[config.mk]
export PLATFORM = sky130hd
export DESIGN_NAME = hazard_controller_flat
export DESIGN_NICKNAME = d
export VERILOG_FILES = /design/src/rtl/core_pkg.sv /design/src/rtl/hazard_controller_if.sv /design/src/rtl/hazard_fwd_sel.sv /design/src/rtl/hazard_controller.sv /design/src/flat_wrapper.sv
export SDC_FILE = /design/constraint.sdc
export NUM_CORES = 1
export LEC_CHECK = 0
export CORE_MARGIN = 8
export CORE_UTILIZATION = 43
export DETAILED_ROUTE_END_ITERATION = 8
export MAX_ROUTING_LAYER = met4
export PLACE_DENSITY = 0.75
export SYNTH_ARGS = -nofsm -noshare
export SYNTH_HDL_FRONTEND = slang
export SYNTH_SLANG_ARGS = --single-unit
[constraint.sdc]
create_clock -name clk_i -period 1.69 [get_ports clk_i]
set_clock_uncertainty 0.05 [all_clocks]
set_input_delay 0.169 -clock clk_i [delete_from_list [all_inputs] [get_ports clk_i]]
set_output_delay 0.169 -clock clk_i [all_outputs]
set_load 0.05 [all_outputs]
[src/rtl/core_pkg.sv]
// Shared core types: forwarding selects, hazard FSM states, scoreboard slot layout.
package core_pkg;

  typedef enum logic [2:0] {
    NO_FORWARD,
    FWD_EX_TO_ID,
    FWD_MEM_ALU_RES_TO_ID,
    FWD_MEM_RDATA_TO_ID,
    FWD_WB_ALU_RES_TO_ID,
    FWD_WB_RDATA_TO_ID
  } forward_t;

  typedef enum logic {
    HZ_RUN,
    HZ_MC_WAIT
  } hazard_state_t;

  typedef struct packed {
    logic       valid;
    logic [4:0] rd;
    logic       is_alu;
    logic       is_load;
  } sb_entry_t;

  localparam sb_entry_t SB_BUBBLE = '0;

  // A slot only produces a value worth forwarding if it really writes a non-x0 register.
  function automatic logic sb_writes(input sb_entry_t e);
    return e.valid && (e.is_alu || e.is_load) && (e.rd != 5'd0);
  endfunction

endpackage

[src/rtl/hazard_controller_if.sv]
// ID-stage <-> hazard controller signal bundle; master is the pipeline, slave the controller.
interface hazard_controller_if;
  import core_pkg::*;

  logic [4:0] rs1_addr_id_i;
  logic [4:0] rs2_addr_id_i;
  logic [4:0] rd_addr_id_i;
  logic       reg_alu_wen_id_i;
  logic       reg_mem_wen_id_i;
  logic       decode_ok_id_i;
  logic       jump_id_i;
  logic       branch_taken_ex_i;
  logic       mc_busy_ex_i;
  logic       stall_if_o;
  logic       stall_id_o;
  logic       stall_ex_o;
  logic       flush_id_o;
  logic       flush_ex_o;
  forward_t   fwd_op1_id_o;
  forward_t   fwd_op2_id_o;

  modport master (
    output rs1_addr_id_i, rs2_addr_id_i, rd_addr_id_i, reg_alu_wen_id_i, reg_mem_wen_id_i,
           decode_ok_id_i, jump_id_i, branch_taken_ex_i, mc_busy_ex_i,
    input  stall_if_o, stall_id_o, stall_ex_o, flush_id_o, flush_ex_o, fwd_op1_id_o, fwd_op2_id_o
  );

  modport slave (
    input  rs1_addr_id_i, rs2_addr_id_i, rd_addr_id_i, reg_alu_wen_id_i, reg_mem_wen_id_i,
           decode_ok_id_i, jump_id_i, branch_taken_ex_i, mc_busy_ex_i,
    output stall_if_o, stall_id_o, stall_ex_o, flush_id_o, flush_ex_o, fwd_op1_id_o, fwd_op2_id_o
  );

endinterface

[src/rtl/hazard_fwd_sel.sv]
// Per-operand forwarding priority selector: nearest writing slot wins (EX > MEM > WB).
module hazard_fwd_sel
  import core_pkg::*;
(
  input  logic [4:0] rs_addr_i,
  input  sb_entry_t  ex_i,
  input  sb_entry_t  mem_i,
  input  sb_entry_t  wb_i,
  output forward_t   fwd_o,
  output logic       load_hit_o
);

  always_comb begin
    fwd_o      = NO_FORWARD;
    load_hit_o = 1'b0;
    if (rs_addr_i != 5'd0) begin
      if (sb_writes(ex_i) && (ex_i.rd == rs_addr_i)) begin
        // Load data is not available yet: the caller must stall instead of forwarding.
        if (ex_i.is_load) load_hit_o = 1'b1;
        else              fwd_o      = FWD_EX_TO_ID;
      end else if (sb_writes(mem_i) && (mem_i.rd == rs_addr_i)) begin
        fwd_o = mem_i.is_load ? FWD_MEM_RDATA_TO_ID : FWD_MEM_ALU_RES_TO_ID;
      end else if (sb_writes(wb_i) && (wb_i.rd == rs_addr_i)) begin
        fwd_o = wb_i.is_load ? FWD_WB_RDATA_TO_ID : FWD_WB_ALU_RES_TO_ID;
      end
    end
  end

endmodule

[src/rtl/hazard_controller.sv]
// Hazard/sequencing controller: scoreboard of EX/MEM/WB writers, forwarding, stalls, flushes.
// Optional RISCX_HAZARD_PERF_EN adds load-use / multi-cycle / flush event counters.
module hazard_controller
  import core_pkg::*;
#(
  parameter int ISA_M = 0,
  parameter int ISA_C = 0
) (
  input  logic               clk_i,
  input  logic               rst_i,
  hazard_controller_if.slave hz
`ifdef RISCX_HAZARD_PERF_EN
  ,
  output logic [31:0]        perf_load_use_o,
  output logic [31:0]        perf_mc_stall_o,
  output logic [31:0]        perf_flush_o
`endif
);

  if (ISA_M < 0 || ISA_M > 1 || ISA_C < 0 || ISA_C > 1) begin : g_param_check
    $error("hazard_controller: ISA_M and ISA_C must be 0 or 1");
  end

  localparam bit MC_EN = (ISA_M != 0);

  sb_entry_t     sb_ex_q, sb_ex_d, sb_mem_q, sb_mem_d, sb_wb_q, sb_wb_d;
  hazard_state_t state_q, state_d;
  sb_entry_t     id_entry;
  forward_t      fwd1, fwd2;
  logic          hit1, hit2;
  logic          mc_req, mc_stall, load_use, lu_stall;
  logic          stall_if, stall_id, stall_ex, flush_id, flush_ex;

  hazard_fwd_sel u_fwd_op1 (
    .rs_addr_i (hz.rs1_addr_id_i),
    .ex_i      (sb_ex_q),
    .mem_i     (sb_mem_q),
    .wb_i      (sb_wb_q),
    .fwd_o     (fwd1),
    .load_hit_o(hit1)
  );

  hazard_fwd_sel u_fwd_op2 (
    .rs_addr_i (hz.rs2_addr_id_i),
    .ex_i      (sb_ex_q),
    .mem_i     (sb_mem_q),
    .wb_i      (sb_wb_q),
    .fwd_o     (fwd2),
    .load_hit_o(hit2)
  );

  assign mc_req   = MC_EN && hz.mc_busy_ex_i;
  assign load_use = hz.decode_ok_id_i && (hit1 || hit2);

  // Stall is raised in the first busy cycle and dropped in the first idle one.
  always_comb begin
    state_d  = state_q;
    mc_stall = 1'b0;
    case (state_q)
      HZ_RUN: begin
        if (mc_req) begin
          state_d  = HZ_MC_WAIT;
          mc_stall = 1'b1;
        end
      end
      HZ_MC_WAIT: begin
        if (mc_req) mc_stall = 1'b1;
        else        state_d  = HZ_RUN;
      end
      default: state_d = HZ_RUN;
    endcase
  end

  // Priority: multi-cycle wait, then taken branch, then load-use / jump.
  always_comb begin
    stall_if = 1'b0;
    stall_id = 1'b0;
    stall_ex = 1'b0;
    flush_id = 1'b0;
    flush_ex = 1'b0;
    lu_stall = 1'b0;
    if (!rst_i) begin
      if (mc_stall) begin
        stall_if = 1'b1;
        stall_id = 1'b1;
        stall_ex = 1'b1;
      end else if (hz.branch_taken_ex_i) begin
        flush_id = 1'b1;
        flush_ex = 1'b1;
      end else if (load_use) begin
        stall_if = 1'b1;
        stall_id = 1'b1;
        lu_stall = 1'b1;
      end else if (hz.jump_id_i) begin
        flush_id = 1'b1;
      end
    end
  end

  assign hz.stall_if_o   = stall_if;
  assign hz.stall_id_o   = stall_id;
  assign hz.stall_ex_o   = stall_ex;
  assign hz.flush_id_o   = flush_id;
  assign hz.flush_ex_o   = flush_ex;
  assign hz.fwd_op1_id_o = rst_i ? NO_FORWARD : fwd1;
  assign hz.fwd_op2_id_o = rst_i ? NO_FORWARD : fwd2;

  always_comb begin
    id_entry.valid   = 1'b1;
    id_entry.rd      = hz.rd_addr_id_i;
    id_entry.is_alu  = hz.reg_alu_wen_id_i;
    id_entry.is_load = hz.reg_mem_wen_id_i;
  end

  always_comb begin
    sb_ex_d  = SB_BUBBLE;
    sb_mem_d = sb_ex_q;
    sb_wb_d  = sb_mem_q;
    if (stall_ex) begin
      sb_ex_d  = sb_ex_q;
      sb_mem_d = SB_BUBBLE;
    end else if (hz.decode_ok_id_i && !stall_id && !flush_ex) begin
      sb_ex_d = id_entry;
    end
  end

  always_ff @(posedge clk_i) begin
    if (rst_i) begin
      sb_ex_q  <= SB_BUBBLE;
      sb_mem_q <= SB_BUBBLE;
      sb_wb_q  <= SB_BUBBLE;
      state_q  <= HZ_RUN;
    end else begin
      sb_ex_q  <= sb_ex_d;
      sb_mem_q <= sb_mem_d;
      sb_wb_q  <= sb_wb_d;
      state_q  <= state_d;
    end
  end

`ifdef RISCX_HAZARD_PERF_EN
  logic [31:0] perf_lu_q, perf_mc_q, perf_fl_q;

  always_ff @(posedge clk_i) begin
    if (rst_i) begin
      perf_lu_q <= '0;
      perf_mc_q <= '0;
      perf_fl_q <= '0;
    end else begin
      if (lu_stall)                perf_lu_q <= perf_lu_q + 32'd1;
      if (state_q == HZ_MC_WAIT)   perf_mc_q <= perf_mc_q + 32'd1;
      if (flush_ex)                perf_fl_q <= perf_fl_q + 32'd1;
    end
  end

  assign perf_load_use_o = perf_lu_q;
  assign perf_mc_stall_o = perf_mc_q;
  assign perf_flush_o    = perf_fl_q;
`endif

endmodule

[src/flat_wrapper.sv]
// flat-port wrapper written by rule: the top's interface ports become plain ports
module hazard_controller_flat import core_pkg::*;
#(
  parameter int ISA_M = 0,
  parameter int ISA_C = 0
)
  (clk_i, rst_i, hz_rs1_addr_id_i, hz_rs2_addr_id_i, hz_rd_addr_id_i, hz_reg_alu_wen_id_i, hz_reg_mem_wen_id_i, hz_decode_ok_id_i, hz_jump_id_i, hz_branch_taken_ex_i, hz_mc_busy_ex_i, hz_stall_if_o, hz_stall_id_o, hz_stall_ex_o, hz_flush_id_o, hz_flush_ex_o, hz_fwd_op1_id_o, hz_fwd_op2_id_o);
  hazard_controller_if hz_i ();
  input  logic clk_i;
  input  logic rst_i;
  input wire logic [$bits(hz_i.rs1_addr_id_i)-1:0] hz_rs1_addr_id_i;
  input wire logic [$bits(hz_i.rs2_addr_id_i)-1:0] hz_rs2_addr_id_i;
  input wire logic [$bits(hz_i.rd_addr_id_i)-1:0] hz_rd_addr_id_i;
  input wire logic [$bits(hz_i.reg_alu_wen_id_i)-1:0] hz_reg_alu_wen_id_i;
  input wire logic [$bits(hz_i.reg_mem_wen_id_i)-1:0] hz_reg_mem_wen_id_i;
  input wire logic [$bits(hz_i.decode_ok_id_i)-1:0] hz_decode_ok_id_i;
  input wire logic [$bits(hz_i.jump_id_i)-1:0] hz_jump_id_i;
  input wire logic [$bits(hz_i.branch_taken_ex_i)-1:0] hz_branch_taken_ex_i;
  input wire logic [$bits(hz_i.mc_busy_ex_i)-1:0] hz_mc_busy_ex_i;
  output wire logic [$bits(hz_i.stall_if_o)-1:0] hz_stall_if_o;
  output wire logic [$bits(hz_i.stall_id_o)-1:0] hz_stall_id_o;
  output wire logic [$bits(hz_i.stall_ex_o)-1:0] hz_stall_ex_o;
  output wire logic [$bits(hz_i.flush_id_o)-1:0] hz_flush_id_o;
  output wire logic [$bits(hz_i.flush_ex_o)-1:0] hz_flush_ex_o;
  output wire logic [$bits(hz_i.fwd_op1_id_o)-1:0] hz_fwd_op1_id_o;
  output wire logic [$bits(hz_i.fwd_op2_id_o)-1:0] hz_fwd_op2_id_o;
  assign hz_i.rs1_addr_id_i = hz_rs1_addr_id_i;
  assign hz_i.rs2_addr_id_i = hz_rs2_addr_id_i;
  assign hz_i.rd_addr_id_i = hz_rd_addr_id_i;
  assign hz_i.reg_alu_wen_id_i = hz_reg_alu_wen_id_i;
  assign hz_i.reg_mem_wen_id_i = hz_reg_mem_wen_id_i;
  assign hz_i.decode_ok_id_i = hz_decode_ok_id_i;
  assign hz_i.jump_id_i = hz_jump_id_i;
  assign hz_i.branch_taken_ex_i = hz_branch_taken_ex_i;
  assign hz_i.mc_busy_ex_i = hz_mc_busy_ex_i;
  assign hz_stall_if_o = hz_i.stall_if_o;
  assign hz_stall_id_o = hz_i.stall_id_o;
  assign hz_stall_ex_o = hz_i.stall_ex_o;
  assign hz_flush_id_o = hz_i.flush_id_o;
  assign hz_flush_ex_o = hz_i.flush_ex_o;
  assign hz_fwd_op1_id_o = hz_i.fwd_op1_id_o;
  assign hz_fwd_op2_id_o = hz_i.fwd_op2_id_o;
  hazard_controller #(.ISA_M(ISA_M), .ISA_C(ISA_C)) u_core (.clk_i(clk_i), .rst_i(rst_i), .hz(hz_i));
endmodule
# After elaboration in Yosys (flattened, before gate mapping)

Cells that the tools add are included.
W data, S select, Z words.

Add/subtract/negate cells: 0
$mul: 0
Divide/modulo/power cells: 0
$lt $le $gt $ge: 0
Equality and inequality tests: 6
Shift operators: 0
Mux-type cells: 28
Bitwise logic cells: 1
Reduce and logical (&&, ||, !) cells: 27

Operator list:

| kind                | number |
|---|---|
| $eq A5 B5 Y1        | 6 |
| $mux W3             | 10 |
| $reduce_bool A5 Y1  | 5 |
| $mux W1             | 17 |
| $logic_and A1 B1 Y1 | 15 |
| $mux W8             | 1 |
| $logic_or A1 B1 Y1  | 4 |
| $logic_not A1 Y1    | 2 |
| $reduce_or A2 Y1    | 1 |
| $not A1 Y1          | 1 |

Register bits after elaboration: 24
Latch bits: 0
Memory bits (writable): 0
ROM bits: 0
Bits of input ports: 23
Output and inout port bits: 11
Word-level logic and storage cells: 74
Memories: 0

# Logic depth before layout (Yosys ltp)

Gate-level depths: netlist of the first run.

Depth after elaboration: 16
Depth in mapped cells: 5
Gate-level depth less buffers: 5

# By module

Synthesis of the first run repeated with hierarchy kept, for this count alone.

Cell total of the unflattened synthesis: 148
Area total of the unflattened synthesis: 1356.3 µm²

By module, submodules not included:

| module            | instances | cells each | area each (µm²) | sequential area each (µm²) |
|---|---|---|---|---|
| hazard_controller | 1         | 66         | 760.7           | 480.5 |
| hazard_fwd_sel    | 2         | 41         | 297.8           | 0.0 |

# Worst setup path before layout of the first run

OpenSTA, ideal clock, no wires.

Path kind: reg2out
Start: register u_core.sb_ex_q[3] in the netlist's numbering
End: output port hz_fwd_op2_id_o[2]
Arrival time: 2.709 ns
Required time: 1.471 ns
Slack: -1.238 ns
Stages on the path, launching flop included: 5
Buffers on the path: 0
Path through: dfxtp_1 or4_4 o221ai_2 o21ai_1 nor4bb_1

Longest elaborated chain between the ends: 6
Elaborated cells between the ends (all ways): 7
Classes of those cells: eq/ne: 1; mux: 3; reduce/logical: 3

Ends and longest elaborated chain:

| item                   | RTL line                 | text |
|---|---|---|
| from (decl)            | hazard_controller.sv:26  | `sb_entry_t sb_ex_q, sb_ex_d, sb_mem_q, sb_mem_d, sb_wb_q, sb_wb_d;` |
| from (signal assigned) | hazard_controller.sv:129 | `sb_ex_q <= SB_BUBBLE;` |
| from (signal assigned) | hazard_controller.sv:134 | `sb_ex_q <= sb_ex_d;` |
| $reduce_bool A5 Y1     | core_pkg.sv:29           | `return e.valid && (e.is_alu \|\| e.is_load) && (e.rd != 5'd0);` |
| $logic_and A1 B1 Y1    | core_pkg.sv:29           |  |
| $logic_and A1 B1 Y1 *  | hazard_fwd_sel.sv:17     | `if (sb_writes(ex_i) && (ex_i.rd == rs_addr_i)) begin` |
| $mux W3 *              | hazard_fwd_sel.sv:17     |  |
| $mux W3 *              | hazard_fwd_sel.sv:16     | `if (rs_addr_i != 5'd0) begin` |
| $mux W3 *              | hazard_controller.sv:106 | `assign hz.fwd_op2_id_o = rst_i ? NO_FORWARD : fwd2;` |
| to (decl)              | flat_wrapper.sv:26       | `output wire logic [$bits(hz_i.fwd_op2_id_o)-1:0] hz_fwd_op2_id_o;` |

Every way passes the cells marked *; elsewhere a longest branch is shown, timed or not.

# Worst setup path in the final report of the first run

Start: register u_core.sb_ex_q[4] in the netlist's numbering
End: output port hz_fwd_op2_id_o[2]

Same word-level chain as after synthesis.

==> results.tsv, run 1 <==
metric	value	unit
status	finished with violations	
failing checks	negative setup slack	
synth unique cells	30	
post-route ant nets	0	
Final nets	233	
total global-route track usage	0.1930	
most frequent cells in the layout	buf_4, xnor2_1, clkdlybuf4s50_1	
Detailed Place HPWL	3.123	mm
site row count	19	
RSZ-0062 raised after global routing	true	
largest area contributor in the netlist	dfxtp_1	
Min-Delay Path Class	in -> reg	
sequential area share after synthesis	0.3813	
Cell Area, Synth	1260	sq um
critical path's slowest cell	or4_4	
synth warn	0	
most common cell after layout, fill and taps aside	buf_4	
drt pass-1 iters	4	
global-route wire length before repair	7.417	mm
adder-cell share of the synthesized area	0	
H-tree depth	1	
CTS root buffer	clkbuf_4	
Gate Count Post-Synth	137	
leakage power	0.8617	nW
detailed-route via count	1319	
XOR/XNOR Fraction of Synth Area	0.2085	
MaxCap Viol Count	0	
number of I/O port buffers	31	
placed cell area	2027	sq um
Final Cycle Share	1.388	
CP cell instances	or4_4, o221ai_4, o21ai_4, nor4bb_4, buf_12	
Slew Viols, Final	0	
design area	2344	sq um
Die W	70.13	um
area delta synth->final	86.00	%
total die area	4918	sq um
Clock Pin Slew Worst Setup and Hold Paths	0.13	ns
Slowest Stage Delay on Critical Path	0.58	ns
Final GP Congestion	0.9156	
Inserted Clock Buffers	3	
Final WS setup	-0.6558	ns
mux cell area share after synthesis	0.007944	
largest net degree at the start of global routing	18	
Starting Density	0.4530	
remaining global-route overflow	0	
largest family of logic cells by synthesized area	simple AND/OR/NAND/NOR gates	
Critical Path Sink Type	output port	
Mapped Nets	160	
clock latency on the worst-skew pair	0.32	ns
Setup Total Neg Slack	-5.140	ns
complex-gate fraction of the synthesized area	0.1072	
cell types occupying the most area after synthesis	dfxtp_1, xnor2_1, nor2b_1	
Avg Vias per Cell	5.496	
clk buf depth	2	
Core Area	2781	sq um
WP data required	1.47	ns
Buffers & Inverters on Critical Path	1	
Max Fclk	0.4263	GHz
Crit path max-delay family	simple AND/OR/NAND/NOR gates	
critical path type	reg -> out	
Synth Area in Simple Gates	0.2622	
Synth top area share	0.3813	
Final min period	2.346	ns
Top-Level Pins	34	
via count of the first global-routing pass	1431	
clock sink count	24	
Worst Setup Start Kind	flip-flop	
CTS tree	done	
PnR Total Power	0.001179	W
# setup viols final	16	
endpoints failing hold	0	
Routed WL	4.662	mm
Starting DRT DRC Count	74	
PwrDens	503.3	nW/um^2
diode count	0	
Synth Register Bits	24	
WL/cell	19.43	um
worst-path maximum fanout	3	
Die Y	70.13	um
fin util	0.8426	
Worst Path Arrival	2.13	ns
CTS Hold Bufs	0	
initial antenna violation count	0	
worst vdd ir	0.4781	mV
DRC Markers	0	
Synth Area per Inst	9.197	sq um
layout cells sized above 1	0.4928	
==> worst paths after layout <==
kind                           start  slack, ns  cells past startpoint                 end
hold / removal    hz_rd_addr_id_i[3]       0.36                      2   u_core.sb_ex_q[5]
hold reg to reg    u_core.sb_ex_q[1]       0.46                      1  u_core.sb_mem_q[1]
setup reg to reg   u_core.sb_ex_q[4]      -0.03                      5   u_core.sb_ex_q[3]
setup / recovery   u_core.sb_ex_q[4]      -0.66                      5  hz_fwd_op2_id_o[2]
==> state kept, by name, indices dropped and copies added, names as in the netlist <==
name	cells
u_core.sb_ex_q	8
u_core.sb_mem_q	8
u_core.sb_wb_q	8
==> cell usage after synthesis <==
cell type  number
a211oi_1        1
a21oi_1         3
a21oi_2         2
a311oi_2        1
buf_4           2
clkbuf_1        2
conb_1          1
dfxtp_1        24
inv_1           4
mux2i_1         1
nand2_1         4
nand3_1         8
nor2_1         10
nor2b_1        15
nor3_1          5
nor3b_1         7
nor4_1          1
nor4bb_1        1
o211ai_2        1
o21ai_0         3
o21ai_1         1
o221ai_1        1
o221ai_2        2
o22a_1          1
or2_2           1
or3_1           1
or4_1           2
or4_4           2
xnor2_1        22
xor2_1          8
==> cells by family (layout without fill, tap and decap cells) <==
family / Yosys count / in the layout
muxes: 1 / 1
and+or+nand+nor: 57 / 57
other: 1 / 1
DFF: 24 / 24
buffers and inverters: 8 / 80
AOI/OAI and AO/OA: 16 / 16
xor gates and xnor gates: 30 / 30
==> per-stage QoR <==
step / hold slack, ns / setup slack (ns) / instances
3_3_place_gp: 0.4194 / -0.5023 / 232
3_5_place_dp: 0.4339 / -0.5125 / 232
4_1_cts: 0.3639 / -0.6272 / 239
5_1_grt: 0.3449 / -0.7120 / 240
6_report: 0.3576 / -0.6558 / 240
2_1_floorplan: 0.2780 / -0.4003 / 137
==> layer usage <==
layer	vias to the layer above	part of all wire	track usage	routed length, um
li1	608	-	-	-
met1	623	0.39	0.2064	1834
met2	69	0.51	0.3340	2359
met3	19	0.059	0.03955	275
met4	0	0.041	0.08929	193
met5	-	0	-	0
==> cell type report <==
cell class,instances,area [sq um]
Inverter,4,15.01
Tap cell,31,38.79
Clock buffer,4,36.28
Fill cell,151,437.9
Sequential cell,24,495.5
Multi-Input combinational cell,105,1021
Timing Repair Buffer,72,737.0
==> timing repair <==
action	4_1_cts	5_1_grt
setup endpoints to repair	16	17
pin swaps	17	14
setup buffers	4	1
resized for setup	41	12
==> power by group <==
part / internal [W] / switching, W / total, W
Clock: 0.000132 / 0.000179 / 0.000311
Sequential: 0.000576 / 0.0000118 / 0.000588
Combinational: 0.000143 / 0.000137 / 0.000281
Total: 0.000852 / 0.000328 / 0.00118
Power figures use the tool's default switching activity.
==> run 2: changes to the inputs <==
--- a/config.mk
+++ b/config.mk
@@ -8,6 +8,7 @@
 export CORE_MARGIN = 8
 export CORE_UTILIZATION = 43
 export DETAILED_ROUTE_END_ITERATION = 8
+export GPL_TIMING_DRIVEN = 0
 export MAX_ROUTING_LAYER = met4
 export PLACE_DENSITY = 0.75
 export SYNTH_ARGS = -nofsm -noshare
==> run 2 against run 1 <==
Net effect:
- the flow still finishes with violations (negative setup slack)
- sequential cell count unchanged
- setup slack better by 0.031 ns
- total power shrank 7.2%
- via count decreased by 11%
- die area unchanged
- clock-buffer cell count unchanged
- first-iteration DRC count shrank 61%
- critical path depth increased by 1
- non-clock buffer count fell by 27
- cell count shrank 11%
- critical path type unchanged
- largest cell class unchanged
- largest power group unchanged
==> results.tsv, run 2 (synthesis results as in run 1) <==
metric	value	unit	change
status	finished with violations		unchanged
failing checks	negative setup slack		unchanged
number of I/O port buffers	31		unchanged
# setup viols final	9		was 16
cell count after placement	199		was 232
worst hold margin	0.3633	ns	was 0.3576 ns
critical path type	reg -> out		unchanged
initial antenna violation count	0		unchanged
Slew headroom	0.6149		
clock latency on the worst-skew pair	0.30	ns	was 0.32 ns
Critical Path Sink Type	output port		unchanged
WP data required	1.47	ns	about the same
site row count	19		unchanged
area delta synth->final	59.98	%	was 86.00%
Clock Pin Slew Worst Setup and Hold Paths	0.12	ns	was 0.13 ns
WL/cell	16.94	um	was 19.43 um
worst vdd ir	0.4199	mV	was 0.4781 mV
critical path's slowest cell	or4_4		unchanged
Starting DRT DRC Count	29		was 74
RSZ-0062 raised after global routing	true		unchanged
worst-path maximum fanout	4		was 3
Routed WL	3.608	mm	was 4.662 mm
Min-Delay Path Class	in -> reg		unchanged
PwrDens	542.8	nW/um^2	was 503.3 nW/um^2
MaxCap Viol Count	0		unchanged
Detailed Place HPWL	2.592	mm	was 3.123 mm
remaining global-route overflow	0		unchanged
HP Start	hz_rd_addr_id_i[4]		was hz_rd_addr_id_i[3]
clk buf depth	2		unchanged
Worst Setup Start Kind	flip-flop		unchanged
biggest regs	u_core.sb_ex_q: 8 flops, u_core.sb_mem_q: 8 flops, u_core.sb_wb_q: 8 flops		unchanged
leakage power	0.7318	nW	was 0.8617 nW
CTS tree	done		unchanged
via count of the first global-routing pass	1247		was 1431
Final GP Congestion	0.9100		was 0.9156
Final nets	206		was 233
PnR Total Power	0.001094	W	was 0.001179 W
Top-Level Pins	34		unchanged
design area	2016	sq um	was 2344 sq um
Final min period	2.315	ns	was 2.346 ns
diode count	0		unchanged
post-route ant nets	0		unchanged
Worst Path Arrival	2.10	ns	was 2.13 ns
CTS Hold Bufs	0		unchanged
Die Y	70.13	um	unchanged
Slowest Stage Delay on Critical Path	0.58	ns	about the same
most frequent cells in the layout	xnor2_1, nor2b_1, clkdlybuf4s50_1, dfxtp_1, buf_6		was buf_4, xnor2_1, clkdlybuf4s50_1
H-tree depth	1		unchanged
clock sink count	24		unchanged
Die W	70.13	um	unchanged
Slew Viols, Final	0		unchanged
most common cell after layout, fill and taps aside	xnor2_1		was buf_4
global-route wire length before repair	5.851	mm	was 7.417 mm
largest net degree at the start of global routing	14		was 18
Starting Density	0.4530		unchanged
detailed-route via count	1168		was 1319
Inserted Clock Buffers	3		unchanged
CTS root buffer	clkbuf_4		unchanged
CP cell instances	xnor2_2, nand3_1, or4_4, o22a_1, a21oi_4, buf_6		was or4_4, o221ai_4, o21ai_4, nor4bb_4, buf_12
DRC Markers	0		unchanged
Slew @ Worst Pin	0.5724	ns	
Crit path max-delay family	simple AND/OR/NAND/NOR gates		unchanged
Buffers & Inverters on Critical Path	1		unchanged
fin util	0.7247		was 0.8426
Max Fclk	0.4320	GHz	was 0.4263 GHz
layout cells sized above 1	0.3736		was 0.4928
Avg Vias per Cell	5.484		was 5.496
R2R setup slack	0.01	ns	was -0.03 ns
endpoints failing hold	0		unchanged
total global-route track usage	0.1465		was 0.1930
Worst setup startpoint	u_core.sb_mem_q[4]		was u_core.sb_ex_q[4]
Final WS setup	-0.6248	ns	was -0.6558 ns
Final Cycle Share	1.370		was 1.388
placed cell area	1700	sq um	was 2027 sq um
Core Area	2781	sq um	unchanged
Post-Layout Cell Count	213		was 240
drt pass-1 iters	4		unchanged
r2r startpoint	u_core.sb_ex_q[6]		was u_core.sb_ex_q[4]
total die area	4918	sq um	unchanged
==> run 2: layer usage <==
metal	GRT usage	routed length, um	vias to the layer above
met5	-	0	-
met4	0.07813	141	0
met3	0.02966	189	14
met2	0.2376	1743	52
met1	0.1661	1534	546
li1	-	-	556
==> run 2: timing repair <==
action	CTS	global route
endpoints found under the setup margin	18	17
resized for setup	88	21
pin swaps	14	14
buffers inserted	6	4
==> run 2: area by class of cell <==
| class | instances | area (sq um) |
|---|---|---|
| fillers | 202 | 765.7 |
| inverters | 4 | 15.01 |
| multi-input cells | 105 | 968.4 |
| plain buffers | 4 | 27.53 |
| flip-flops and latches | 24 | 504.2 |
| clock buffers | 4 | 36.28 |
| well taps | 31 | 38.79 |
| repair buffers | 41 | 425.4 |
==> run 2: final timing paths <==
path                                      endpoint  cells past startpoint
worst min-delay path             u_core.sb_ex_q[6]                      2
worst max register to register   u_core.sb_ex_q[2]                      4
worst min register to register   u_core.sb_wb_q[7]                      1
worst max-delay path            hz_fwd_op1_id_o[0]                      6
==> run 2: metrics by stage <==
stage | worst slack (ns) | setup TNS, ns
final | -0.6248 | -4.888
after global routing | -0.6854 | -5.621
after CTS | -0.6191 | -5.183
after detailed placement | -1.346 | -13.61
after global placement | -1.258 | -12.84
after floorplan | -0.4003 | -2.525
==> run 2: worst register-to-register path: stages, from the launching register on <==
cell and delay, ns:
dfxtp_4 0.38, or4_4 0.57, o211ai_4 0.26, a21oi_4 0.12, nor3b_1 0.22
==> run 2: power breakdown <==
part | switching, W | leakage [nW] | internal, W
Sequential | 0.0000146 | 0.200 | 0.000571
Combinational | 0.000110 | 0.511 | 0.000109
Clock | 0.000158 | 0.0210 | 0.000131
